## src/rtl/uart_fifo.sv

```systemverilog
// uart_fifo: 8-deep TX and RX byte FIFOs wrapped around the qcpu_uart
// start/busy and has_byte/clr_hb handshakes, with a level RX interrupt.
module uart_fifo #(
  parameter int unsigned DEPTH_LOG2 = 3
) (
  input  logic                  wb_clk_i,
  input  logic                  rst,
  input  logic [7:0]            tx_data,
  input  logic                  tx_push,
  output logic                  tx_full,
  output logic [DEPTH_LOG2:0]   tx_level,
  output logic [7:0]            rx_data,
  input  logic                  rx_pop,
  output logic                  rx_empty,
  output logic [DEPTH_LOG2:0]   rx_level,
  output logic                  rx_overrun,
  input  logic                  ovr_clr,
  input  logic                  rx_irq_en,
  output logic                  irq,
  output logic [7:0]            uart_din,
  output logic                  uart_start,
  input  logic                  uart_busy,
  input  logic [7:0]            uart_dout,
  input  logic                  uart_has_byte,
  output logic                  uart_clr_hb
);

  localparam int unsigned DEPTH = 1 << DEPTH_LOG2;
  localparam logic [DEPTH_LOG2:0]   LVL_FULL = (DEPTH_LOG2 + 1)'(DEPTH);
  localparam logic [DEPTH_LOG2:0]   LVL_ONE  = (DEPTH_LOG2 + 1)'(1);
  localparam logic [DEPTH_LOG2-1:0] PTR_ONE  = DEPTH_LOG2'(1);

  typedef enum logic [1:0] {TX_IDLE, TX_LOAD, TX_GUARD, TX_WAIT} tx_state_t;
  typedef enum logic {RX_IDLE, RX_ACK} rx_state_t;

  // ---------------- TX FIFO ----------------
  logic [7:0]            tx_mem_q [DEPTH];
  logic [DEPTH_LOG2-1:0] tx_wr_q, tx_rd_q;
  logic [DEPTH_LOG2:0]   tx_lvl_q, tx_lvl_d;
  logic                  tx_empty, tx_pop, tx_pop_ok, tx_push_ok;
  tx_state_t             tx_state_q;
  logic                  tx_start_q;
  logic [7:0]            tx_din_q;

  assign tx_empty   = (tx_lvl_q == '0);
  assign tx_full    = (tx_lvl_q == LVL_FULL);
  assign tx_level   = tx_lvl_q;
  assign tx_pop     = (tx_state_q == TX_LOAD);
  assign tx_pop_ok  = tx_pop && !tx_empty;
  // a pop in the same cycle frees a slot, so a push at full is still accepted
  assign tx_push_ok = tx_push && (!tx_full || tx_pop_ok);

  // TX occupancy next-state
  always_comb begin
    tx_lvl_d = tx_lvl_q;
    if (tx_push_ok && !tx_pop_ok)      tx_lvl_d = tx_lvl_q + LVL_ONE;
    else if (!tx_push_ok && tx_pop_ok) tx_lvl_d = tx_lvl_q - LVL_ONE;
  end

  // TX pointers and level
  always_ff @(posedge wb_clk_i) begin
    if (rst) begin
      tx_wr_q  <= '0;
      tx_rd_q  <= '0;
      tx_lvl_q <= '0;
    end else begin
      if (tx_push_ok) tx_wr_q <= tx_wr_q + PTR_ONE;
      if (tx_pop_ok)  tx_rd_q <= tx_rd_q + PTR_ONE;
      tx_lvl_q <= tx_lvl_d;
    end
  end

  // TX storage write
  always_ff @(posedge wb_clk_i) begin
    if (tx_push_ok) tx_mem_q[tx_wr_q] <= tx_data;
  end

  // TX engine: start pulse and din are registered on entry to LOAD
  always_ff @(posedge wb_clk_i) begin
    if (rst) begin
      tx_state_q <= TX_IDLE;
      tx_start_q <= 1'b0;
      tx_din_q   <= '0;
    end else begin
      tx_start_q <= 1'b0;
      case (tx_state_q)
        TX_IDLE: if (!tx_empty && !uart_busy) begin
          tx_state_q <= TX_LOAD;
          tx_start_q <= 1'b1;
          tx_din_q   <= tx_mem_q[tx_rd_q];
        end
        TX_LOAD:  tx_state_q <= TX_GUARD;
        TX_GUARD: tx_state_q <= TX_WAIT;
        TX_WAIT:  if (!uart_busy) tx_state_q <= TX_IDLE;
        default:  tx_state_q <= TX_IDLE;
      endcase
    end
  end

  assign uart_start = tx_start_q;
  assign uart_din   = tx_din_q;

  // ---------------- RX FIFO ----------------
  logic [7:0]            rx_mem_q [DEPTH];
  logic [DEPTH_LOG2-1:0] rx_wr_q, rx_rd_q;
  logic [DEPTH_LOG2:0]   rx_lvl_q, rx_lvl_d;
  logic                  rx_full, rx_pop_ok, rx_push_ok;
  rx_state_t             rx_state_q;
  logic                  rx_clr_q, rx_pend_q, rx_ovr_q;
  logic [7:0]            rx_cap_q;

  assign rx_empty   = (rx_lvl_q == '0);
  assign rx_full    = (rx_lvl_q == LVL_FULL);
  assign rx_level   = rx_lvl_q;
  assign rx_data    = rx_mem_q[rx_rd_q];
  assign rx_pop_ok  = rx_pop && !rx_empty;
  assign rx_push_ok = rx_pend_q && (!rx_full || rx_pop_ok);
  assign irq        = rx_irq_en && !rx_empty;

  // RX occupancy next-state
  always_comb begin
    rx_lvl_d = rx_lvl_q;
    if (rx_push_ok && !rx_pop_ok)      rx_lvl_d = rx_lvl_q + LVL_ONE;
    else if (!rx_push_ok && rx_pop_ok) rx_lvl_d = rx_lvl_q - LVL_ONE;
  end

  // RX pointers and level
  always_ff @(posedge wb_clk_i) begin
    if (rst) begin
      rx_wr_q  <= '0;
      rx_rd_q  <= '0;
      rx_lvl_q <= '0;
    end else begin
      if (rx_push_ok) rx_wr_q <= rx_wr_q + PTR_ONE;
      if (rx_pop_ok)  rx_rd_q <= rx_rd_q + PTR_ONE;
      rx_lvl_q <= rx_lvl_d;
    end
  end

  // RX storage write
  always_ff @(posedge wb_clk_i) begin
    if (rx_push_ok) rx_mem_q[rx_wr_q] <= rx_cap_q;
  end

  // RX engine: the byte is captured with clr_hb and pushed one edge later
  always_ff @(posedge wb_clk_i) begin
    if (rst) begin
      rx_state_q <= RX_IDLE;
      rx_clr_q   <= 1'b0;
      rx_pend_q  <= 1'b0;
      rx_cap_q   <= '0;
    end else begin
      rx_clr_q  <= 1'b0;
      rx_pend_q <= 1'b0;
      case (rx_state_q)
        RX_IDLE: if (uart_has_byte) begin
          rx_state_q <= RX_ACK;
          rx_clr_q   <= 1'b1;
          rx_pend_q  <= 1'b1;
          rx_cap_q   <= uart_dout;
        end
        RX_ACK:  if (!uart_has_byte) rx_state_q <= RX_IDLE;
        default: rx_state_q <= RX_IDLE;
      endcase
    end
  end

  // sticky overrun; a drop in the same cycle as ovr_clr keeps it set
  always_ff @(posedge wb_clk_i) begin
    if (rst)                          rx_ovr_q <= 1'b0;
    else if (rx_pend_q && !rx_push_ok) rx_ovr_q <= 1'b1;
    else if (ovr_clr)                 rx_ovr_q <= 1'b0;
  end

  assign uart_clr_hb = rx_clr_q;
  assign rx_overrun  = rx_ovr_q;

endmodule

```

## config.mk

```make
export PLATFORM = sky130hd
export DESIGN_NAME = uart_fifo
export DESIGN_NICKNAME = d
export VERILOG_FILES = /design/src/rtl/uart_fifo.sv
export SDC_FILE = /design/constraint.sdc
export NUM_CORES = 1
export LEC_CHECK = 0
export CORE_AREA = 2 2 127 98
export DETAILED_ROUTE_END_ITERATION = 10
export DIE_AREA = 0 0 129 100
export MAX_ROUTING_LAYER = met4
export PLACE_DENSITY = 0.8
export SETUP_SLACK_MARGIN = 0.3
export SKIP_LAST_GASP = 1
export SYNTH_ARGS = -nofsm -noshare
export SYNTH_HDL_FRONTEND = slang
export SYNTH_SLANG_ARGS = --single-unit
export TNS_END_PERCENT = 20
```

## constraint.sdc

```tcl
create_clock -name wb_clk_i -period 4.8 [get_ports wb_clk_i]
set_input_delay 0.96 -clock wb_clk_i [delete_from_list [all_inputs] [get_ports wb_clk_i]]
set_output_delay 0.96 -clock wb_clk_i [all_outputs]
set_load 0.01 [all_outputs]
```

### Word level (Yosys, flattened, before mapping)

Memory sizes are Yosys's and may differ from the RTL's. A register that Yosys moved wholly into a read port is not among the register bits.
Cells that the tools add are included.

* flip-flop bits (word level): 34
* memories kept: 2
* bits of input ports: 24
* bits in writable memories: 128

Memories
* rx_mem_q: depth 8, bits a word 8, read ports 1, clocked after memory_dff 1, wr ports 1, line 104 `logic [7:0] rx_mem_q [DEPTH];`
* tx_mem_q: depth 8, bits a word 8, read ports 1, clocked after memory_dff 1, wr ports 1, line 37 `logic [7:0] tx_mem_q [DEPTH];`

* reductions and logical operators: 33
* multiplexer cells: 17
* bitwise gates (word level): 2
* $add $sub $neg: 8
* equal/unequal tests: 7

Operator list (count)
* two-way mux 4 bit: 4
* adder 3 x 1 -> 3 bit (second input constant): 4
* logical AND 1 bit: 11
* logical NOT 1 bit: 9
* adder 4 x 1 -> 4 bit (second input constant): 2
* equality test 4 bit (second input constant): 2
* logical NOT 4 bit: 2
* two-way mux 1 bit: 8
* one-hot mux 2 bit (4 select lines): 1
* subtractor 4 x 1 -> 4 bit (second input constant): 2
* two-way mux 3 bit: 2
* AND reduction 2 bit: 3
* nonzero test 2 bit: 3
* equality test 2 bit (second input constant): 2
* two-way mux 2 bit: 2
* inequality test 2 bit (second input constant): 2
* OR reduction 2 bit: 2
* equality test 2 x 1 -> 1 bit (second input constant): 1
* logical NOT 2 bit: 1
* logical OR 1 bit: 2
* inverter 1 bit: 2

### Depth between registers and ports, before layout

* depth after elaboration: 9
* mapped depth: 11

### Least setup slack after synthesis

No wires, ideal clock.

* path type: in2reg
* start: input rx_pop
* end: register rx_lvl_q[3] (netlist: rx_level[3])
* setup time: 0.121 ns
* slack: 1.889 ns
* required time: 4.679 ns
* data arrival time: 2.790 ns
* cell stages on the path: 10
* cell sequence: nand2b_1 -> o21ai_2 -> inv_1 -> ha_1 -> inv_1 -> ha_1 -> a21oi_1 -> a211oi_1 -> a31oi_1 -> mux2_2

* longest elaborated chain between the ends: 6
* elaborated cells on any way between the ends: 9

RTL lines
* start: declaration: line 13 `input logic rx_pop,`
* logical AND 1 bit (*): line 116 `assign rx_pop_ok = rx_pop && !rx_empty;`
* logical OR 1 bit (*): line 117 `assign rx_push_ok = rx_pend_q && (!rx_full || rx_pop_ok);`
* logical AND 1 bit (*): line 117
* net rx_push_ok: line 107 `logic rx_full, rx_pop_ok, rx_push_ok;`
* logical NOT 1 bit: line 124 `else if (!rx_push_ok && rx_pop_ok) rx_lvl_d = rx_lvl_q - LVL_ONE;`
* logical AND 1 bit: line 124
* nonzero test 2 bit (no source line)
* end signal: assignment: line 136 `rx_lvl_q <= rx_lvl_d;`
* end: declaration: line 106 `logic [DEPTH_LOG2:0] rx_lvl_q, rx_lvl_d;`

Mark *: on every way through the listed nets, which the timed path passes. The rest lies on a longest branch.
A chain may end at the register's enable or synchronous reset.

==> flow_summary.ini <==
[finish]
antenna_cells = 0
layout_common_cells = edfxtp_1 (128), clkdlybuf4s50_1 (53), dfxtp_1 (45), nor2_1 (43), mux4_2 (32)
areaGrowthSynthToFinish_pct = 18.9
final_cells = 666
fillers = 802
utilization_pct = 68.7
stdcell_area_um2 = 8160
nets = 528
final_common_cell = edfxtp_1
drive_above_1_share_pct = 19.0

[timing]
setup_tns_ns = 0
hold_viol_final = 0
setup_viol = 0
fin_crit_sh_pct = 78.6
worstMarginPinSlew_ns = 1.02
slew_violations = 0
skew_ns = 0.00885
maxSlewHeadroom_pct = 31.8
max_freq_mhz = 265
fin_crit_ns = 3.77
rsz0062_at_grt = false

[logic_synthesis]
synth_edf_count = 128
syn_nets = 467
ys_warn_count = 0
syn_area_um2 = 6860
ys_seq_elements = 173
syn_avg_cell_area_um2 = 16.1
synth_cells = 426
async_flop_share_pct = 0
synth_ff_type = edfxtp_1
synth-seq-area-share_pct = 69.1
synthDistinctLibCells = 37

[floorplanning]
io_pins = 54
rows = 35
core_area_um2 = 11900
dieHeight_um = 100
die_w_um = 129
dieArea_um2 = 12900
initial_core_util_pct = 57.8

[drt]
viasPerCell = 5.61
vias = 3737
drt-total-wl_um = 12700
drc = 0
drt_iter0_drc = 430
firstDrtPassIters = 5
ant_nets = 0
wl_per_cell_um = 19.1

[clocking]
clkSlewWorstSetupHoldPaths_ns = 0.07
cts_setup_buffers = 0
cts_tree = done
clock_sinks = 173
post_cts_resize_count = 0
clk_path_buf_depth = 2
clock-root-buffer = clkbuf_16
clk_latency_ns = 0.42
cts_hold_buf = 0
cts_buffers = 17
h-tree-depth = 4

[worst_setup_path]
rrSetupSlack_ns = 1.82
end_kind = primary output
reg2reg_to = rx_level[3]
crit_path_cell_trace = buf_4, mux4_2, mux2_2, clkdlybuf4s50_1
path_buf_inv = 2
reg2reg_depth = 10
crit_fanout = 12
start_kind = register
r2r_start = rx_level[0]
cp_slowest_cell = dfxtp_1
worstPathRequired_ns = 3.84
cp_top_family = flip-flops
worstPathArrival_ns = 2.81
cp_slowest_stage_delay_ns = 0.84
worstSetupPathType = reg2out

[placed_design]
io_buffers = 53
place_area_um2 = 7580
dpl.cell_count = 634
place_congestion = 0.809
hpwlAfterDp_um = 8210

[global_routing]
grt_pass1_wl_um = 20100
antenna_found_initial = 0
grt_use_total_pct = 21.9
globalRoute.totalOverflow = 0
grt_pass1_vias = 3794
grt_max_degree = 27

[job]
drv_cap = 0

[power]
power.leakage_nw = 2.76
ir_drop_v = 0.000333
p_per_area_nw_per_um2 = 522

[min_path]
min_path_type = reg2reg
holdPathStages = 2
hold_end = uart_din[3]
hp-start = uart_din[3]

[status]
status = finished clean
[worst max path at each step]
stage	end	depth (start not counted)	slack, ns
6_report	rx_data[3]	4	1.03
5_1_grt	rx_data[3]	4	0.84
4_1_cts	rx_data[0]	4	0.93
3_5_place_dp	rx_level[3]	11	1.14
3_3_place_gp	rx_level[3]	11	1.25
2_1_floorplan	rx_level[3]	10	1.89
[flip-flops by register name (all words and copies together), names as in the netlist, named ones only]
name / count
rx_cap_q: 8
rx_overrun: 1
tx_rd_q: 3
rx_pend_q: 1
rx_mem_q: 64
tx_wr_q: 3
uart_start: 1
tx_state_q: 2
rx_rd_q: 3
tx_mem_q: 64
rx_wr_q: 3
uart_din: 8
rx_state_q: 1
tx_level: 4
rx_level: 4
[per-stage QoR]
stage	hold WS, ns	total power [mW]	worst slack [ns]
2_1_floorplan	0.485	2.62	1.89
3_3_place_gp	0.483	2.92	1.25
5_1_grt	0.529	4.45	0.839
3_5_place_dp	0.484	2.97	1.14
6_report	0.492	4.26	1.03
4_1_cts	0.498	4.29	0.928
[logic make-up (layout without fill, tap and decap cells)]
group | count (synthesis) | after routing | share of synthesized area, %
buf+inv | 30 | 104 | 2.04
flops | 173 | 173 | 69.1
fa+ha+maj | 17 | 17 | 3.32
compound gates | 37 | 37 | 3.48
xor+xnor | 12 | 12 | 1.53
simple gates | 111 | 111 | 7.75
mux | 46 | 46 | 12.7
[area by class of cell]
| cell class | instances | area (um2) | share of cell area [%] |
|---|---|---|---|
| clock inverters | 15 | 146 | 1.80 |
| repair buffers | 63 | 606 | 7.43 |
| well taps | 166 | 208 | 2.55 |
| inverters | 9 | 33.8 | 0.414 |
| clock buffers | 17 | 425 | 5.22 |
| multi-input cells | 223 | 1990 | 24.4 |
| flip-flops and latches | 173 | 4740 | 58.2 |
[power breakdown]
group / switching [mW] / internal (mW)
combinational: 0.505 / 0.564
clock: 0.624 / 0.695
sequential: 0.137 / 1.73
[routing by layer]
layer  up-vias  wire length (um)  global-route usage (%)
met4         0               145                    7.11
met2       125              6090                    32.0
met3        15               746                    4.00
li1       1744                 -                       -
met1      1853              5770                    31.7
met5         -                 0                       -
[cells in the mapped netlist (3+ instances only)]
| cell type | n | area [um2] |
|---|---|---|
| dfxtp_1 | 45 | 901 |
| xnor2_1 | 5 | 43.8 |
| ha_1 | 15 | 188 |
| nor2b_1 | 8 | 50.1 |
| o22ai_1 | 8 | 50.1 |
| o211ai_1 | 3 | 22.5 |
| a21oi_1 | 17 | 85.1 |
| edfxtp_1 | 128 | 3840 |
| clkbuf_1 | 10 | 37.5 |
| mux2i_1 | 4 | 40.0 |
| inv_1 | 9 | 33.8 |
| buf_2 | 3 | 15.0 |
| xor2_1 | 7 | 61.3 |
| nand3_1 | 4 | 20.0 |
| mux4_2 | 32 | 721 |
| buf_4 | 4 | 30.0 |
| mux2_2 | 10 | 113 |
| nor3_1 | 16 | 80.1 |
| nand2_1 | 26 | 97.6 |
| nor2_1 | 43 | 161 |
| nand2b_1 | 6 | 37.5 |
[worst reg2reg max path, stage by stage (launching register included)]
cell	delay [ns]
dfxtp_1	0.38
or3_1	0.51
o21ai_2	0.34
inv_1	0.16
ha_1	0.24
inv_1	0.13
ha_1	0.28
a21oi_1	0.21
a211oi_1	0.11
a31oi_1	0.17
mux2_2	0.35
No activity file was read; power rests on OpenSTA's default activity.
